**config.mk**
```make
export PLATFORM = sky130hd
export DESIGN_NAME = demux1to2_32_buf
export DESIGN_NICKNAME = d
export VERILOG_FILES = /design/src/rtl/sparc_dp_pkg.sv /design/src/rtl/sync_fifo_32.sv /design/src/rtl/demux1to2_32_buf.sv
export SDC_FILE = /design/constraint.sdc
export NUM_CORES = 1
export LEC_CHECK = 0
export CORE_ASPECT_RATIO = 1.2
export CORE_MARGIN = 1
export CORE_UTILIZATION = 55
export CTS_BUF_LIST = sky130_fd_sc_hd__clkbuf_2
export CTS_CLUSTER_DIAMETER = 100
export DETAILED_ROUTE_END_ITERATION = 12
export PLACE_DENSITY = 0.83
export SKIP_CTS_REPAIR_TIMING = 1
export SLEW_MARGIN = 20
export SYNTH_ARGS = -nofsm -noshare
export SYNTH_HDL_FRONTEND = slang
export SYNTH_SLANG_ARGS = --single-unit
```
**constraint.sdc**
```tcl
create_clock -name clk -period 2.7 [get_ports clk]
set_input_delay 0.27 -clock clk [delete_from_list [all_inputs] [get_ports clk]]
set_output_delay 0.27 -clock clk [all_outputs]
set_load 0.02 [all_outputs]
```
**src/rtl/sparc_dp_pkg.sv**
```systemverilog
// ============================================================================
// Module   : sparc_dp_pkg
// Purpose  : Shared datapath width and destination-select encodings.
// Revision : 1.0 - initial release
// ============================================================================
`default_nettype none

package sparc_dp_pkg;

  localparam int DP_WIDTH = 32;

  // in_select encodings for the 1:2 steering stage
  localparam logic DEST_RF  = 1'b0;
  localparam logic DEST_AUX = 1'b1;

  typedef logic [DP_WIDTH-1:0] dp_word_t;

endpackage : sparc_dp_pkg

`default_nettype wire

```
**src/rtl/sync_fifo_32.sv**
```systemverilog
// ============================================================================
// Module   : sync_fifo_32
// Purpose  : Single-clock FIFO with registered head word; DEPTH power of 2.
// Revision : 1.0 - initial release
// ============================================================================
`default_nettype none

module sync_fifo_32 #(
  parameter int WIDTH = 32,
  parameter int DEPTH = 2
) (
  input  logic                   clk,
  input  logic                   reset,
  input  logic                   push,
  input  logic [WIDTH-1:0]       push_data,
  input  logic                   pop,
  output logic                   full,
  output logic                   empty,
  output logic [$clog2(DEPTH):0] count,
  output logic [WIDTH-1:0]       head
);

  localparam int PTR_W = $clog2(DEPTH);
  localparam logic [PTR_W:0] FULL_COUNT = (PTR_W + 1)'(DEPTH);

  logic [WIDTH-1:0] mem_q [DEPTH];
  logic [WIDTH-1:0] mem_d [DEPTH];
  logic [PTR_W-1:0] wr_ptr_q, wr_ptr_d;
  logic [PTR_W-1:0] rd_ptr_q, rd_ptr_d;
  logic [PTR_W:0]   count_q, count_d;
  logic             do_push;
  logic             do_pop;

  assign full    = (count_q == FULL_COUNT);
  assign empty   = (count_q == '0);
  // Self-guarding so a stray push on full or pop on empty cannot corrupt state
  assign do_push = push & ~full;
  assign do_pop  = pop & ~empty;

  always_comb begin
    mem_d    = mem_q;
    wr_ptr_d = wr_ptr_q;
    rd_ptr_d = rd_ptr_q;
    count_d  = count_q;
    if (do_push) begin
      mem_d[wr_ptr_q] = push_data;
      wr_ptr_d        = wr_ptr_q + PTR_W'(1);
    end
    if (do_pop) begin
      rd_ptr_d = rd_ptr_q + PTR_W'(1);
    end
    case ({do_push, do_pop})
      2'b10:   count_d = count_q + (PTR_W + 1)'(1);
      2'b01:   count_d = count_q - (PTR_W + 1)'(1);
      default: count_d = count_q;
    endcase
  end

  always_ff @(posedge clk) begin
    if (reset) begin
      for (int i = 0; i < DEPTH; i++) begin
        mem_q[i] <= '0;
      end
      wr_ptr_q <= '0;
      rd_ptr_q <= '0;
      count_q  <= '0;
    end else begin
      mem_q    <= mem_d;
      wr_ptr_q <= wr_ptr_d;
      rd_ptr_q <= rd_ptr_d;
      count_q  <= count_d;
    end
  end

  assign count = count_q;
  assign head  = mem_q[rd_ptr_q];

endmodule : sync_fifo_32

`default_nettype wire

```
**src/rtl/demux1to2_32_buf.sv**
```systemverilog
// ============================================================================
// Module   : demux1to2_32_buf
// Purpose  : Registered 1:2 steering stage, one FIFO per destination.
// Revision : 1.0 - initial release
// ============================================================================
`default_nettype none

module demux1to2_32_buf
  import sparc_dp_pkg::*;
#(
  parameter int WIDTH = DP_WIDTH,
  parameter int DEPTH = 2
) (
  input  logic                   clk,
  input  logic                   reset,
  input  logic                   in_valid,
  output logic                   in_ready,
  input  logic                   in_select,
  input  logic [WIDTH-1:0]       in_data,
  output logic                   out0_valid,
  input  logic                   out0_ready,
  output logic [WIDTH-1:0]       out0_data,
  output logic                   out1_valid,
  input  logic                   out1_ready,
  output logic [WIDTH-1:0]       out1_data,
  output logic [$clog2(DEPTH):0] count0,
  output logic [$clog2(DEPTH):0] count1
);

  logic full0, full1;
  logic empty0, empty1;
  logic push0, push1;
  logic pop0, pop1;

  // Ready depends only on registered fullness, never on the consumer readies
  assign in_ready = (in_select == DEST_RF) ? ~full0 : ~full1;

  assign push0 = in_valid & in_ready & (in_select == DEST_RF);
  assign push1 = in_valid & in_ready & (in_select == DEST_AUX);

  assign out0_valid = ~empty0;
  assign out1_valid = ~empty1;
  assign pop0       = out0_valid & out0_ready;
  assign pop1       = out1_valid & out1_ready;

  sync_fifo_32 #(
    .WIDTH (WIDTH),
    .DEPTH (DEPTH)
  ) u_fifo0 (
    .clk       (clk),
    .reset     (reset),
    .push      (push0),
    .push_data (in_data),
    .pop       (pop0),
    .full      (full0),
    .empty     (empty0),
    .count     (count0),
    .head      (out0_data)
  );

  sync_fifo_32 #(
    .WIDTH (WIDTH),
    .DEPTH (DEPTH)
  ) u_fifo1 (
    .clk       (clk),
    .reset     (reset),
    .push      (push1),
    .push_data (in_data),
    .pop       (pop1),
    .full      (full1),
    .empty     (empty1),
    .count     (count1),
    .head      (out1_data)
  );

endmodule : demux1to2_32_buf

`default_nettype wire

```
==> impl_metrics.ini <==
[run_status]
outcome = completed

[run]
drv_cap = 0

[sta]
fin_skew_ns = 0.0336
rsz0062_at_grt = no
finalWorstSetupSlack_ns = 0.169
fin_crit_sh_pct = 93.7
whs_ns = 0.236
max_freq_mhz = 395
worst_pin_slew_ns = 0.554
setup_viol = 0
final_max_slew_viol_count = 0
finalSetupTns_ns = 0
fin_crit_ns = 2.53
slew_headroom_pct = 63.1
timing_hold_violations_final = 0

[floorplanning]
dieArea_um2 = 11700
io_pins = 109
initial_core_util_pct = 56.4
die_h_um = 118
core_um2 = 11000
core.rowCount = 42
die_w_um = 98.9

[global_routing]
grt_pass1_wl_mm = 21.2
busiest_layer = met2
grt_pass1_vias = 4412
use_met3_pct = 7.16
grt_overflow_total = 0
antenna_found_initial = 0
met1_usage_pct = 26.7
grt_usage_pct = 23.3
grt_max_degree = 95
met2_usage_pct = 40.5

[clock_tree]
cts_tree = built
clk_latency_ns = 0.66
numClockSinks = 136
cts.clk_slew.worst_paths_ns = 0.20
htreeDepth = 4
numCtsBuffers = 17
root_buffer = clkbuf_2
cts.path.max_buffers = 2

[power]
leakage_nw = 3.35
cellPowerDensity_nw_per_um2 = 664
total_power_mw = 5.07
vdd_drop_max_uv = 327

[place]
post-place-ws_ns = 0.623
gp_congestion = 0.763
numPlacedInstances = 779
place_area_um2 = 7380
portBuffers = 108
hpwl_mm = 8.50

[cells_and_area]
nets = 706
fillerInstances = 842
final_cell_mix = nand2b_1, dfxtp_1, mux2i_1
layout_commonest_cell = nand2b_1
final_layout_size_suffix_gt1_share_pct = 16.5
fin_util_pct = 69.5
syn_to_final_growth_pct = 23.3
diodes = 0
postLayoutCellArea_um2 = 7640
stdcell_count = 811

[critical_path]
cp-end-kind = output pin
path_max_fanout = 27
worstPathArrival_ns = 2.26
crit_chain = buf_12 > mux2_2 > clkdlybuf4s50_1
start_kind = register
critPathKind = register to output pin
max_stage_delay_ns = 0.58
critPathRequiredTime_ns = 2.43
slowest_stage = clkdlybuf4s50_1

[drt]
drt_wl_total_mm = 13.0
firstDrtPassIters = 4
vias = 4304
wire_per_inst_um = 16.1
drc = 0
drtAntennaViolNets = 0
drtIter0Drc = 155
vias_per_cell = 5.31

[yosys]
ys_types = 26
syn_avg_cell_area_um2 = 10.9
synth_fp_nets = 609
syn-cell-area_um2 = 6190
ys_warn_count = 0
syn_inst = 569
yosysSeqAreaShare_pct = 44.0
ys_ff_latch = 136

[hold_path]
hold_path_class = input pin to register
-- worst paths after layout --
kind	slack [ns]	end	start	cells past startpoint
setup / recovery	0.17	out0_data[18]	u_fifo0.rd_ptr_q	3
hold / removal	0.24	u_fifo0.mem_q[13]	in_data[13]	3
setup reg to reg	1.04	u_fifo0.count[1]	u_fifo0.count[0]	5
hold reg to reg	0.48	u_fifo1.mem_q[12]	u_fifo1.mem_q[12]	2
-- layer usage --
| layer | part of all wire (%) | vias to the layer above |
|---|---|---|
| met4 | 1.2 | 0 |
| met3 | 3.6 | 13 |
| met2 | 53 | 77 |
| met1 | 43 | 2098 |
| met5 | 0 | - |
| li1 | - | 2116 |
-- worst max-delay path: cells and delay by family, from the launching register on --
kind,cells,cell delay (ns)
muxes,1,0.35
DFF,1,0.46
buffers and inverters,2,0.80
-- cell usage after synthesis (all sizes together) --
cell type	instances	area [um^2]
xnor2	4	35.0
buf	19	115
clkbuf	21	78.8
a21oi	5	25.0
nor2	5	18.8
or3	3	18.8
or2	2	12.5
xor2	2	17.5
mux2	64	721
mux2i	128	1280
nand2	2	7.51
nor3	1	10.0
nand2b	162	1010
ha	2	25.0
nand3	2	10.0
nor2b	2	15.0
o21ai	3	15.0
nand4	1	12.5
a21bo	1	10.0
nand3b	1	7.51
nor3b	1	7.51
o21a	2	15.0
dfxtp	136	2720
-- cell type report --
| type | count | area [um^2] | share of cell area [%] |
|---|---|---|---|
| multi-input combinational | 393 | 3290 | 43.0 |
| timing repair buffer | 118 | 1200 | 15.8 |
| clock buffer | 19 | 95.1 | 1.24 |
| tap | 132 | 165 | 2.16 |
| clock inverter | 13 | 159 | 2.08 |
| sequential | 136 | 2730 | 35.7 |
-- registers in the layout (all words and copies together), names as in the netlist --
signal,cells
u_fifo0.count,2
u_fifo0.mem_q,64
u_fifo0.rd_ptr_q,1
u_fifo0.wr_ptr_q,1
u_fifo1.count,2
u_fifo1.mem_q,64
u_fifo1.rd_ptr_q,1
u_fifo1.wr_ptr_q,1
-- power breakdown --
part	switching (mW)	leakage (nW)	internal [mW]
clock network	0.692	0.159	0.595
registers	0.121	1.11	2.16
logic	0.729	2.08	0.778
total	1.54	3.35	3.53
-- kinds of logic after synthesis --
| group | synth area share (%) |
|---|---|
| AO/OA/AOI/OAI | 1.05 |
| XOR/XNOR | 0.848 |
| adder cells (fa/ha/maj) | 0.404 |
| buffers and inverters | 3.13 |
| flip-flops | 44.0 |
| multiplexers | 32.3 |
| AND/OR/NAND/NOR | 18.3 |
Note: power is estimated with default switching activity, not from simulation.
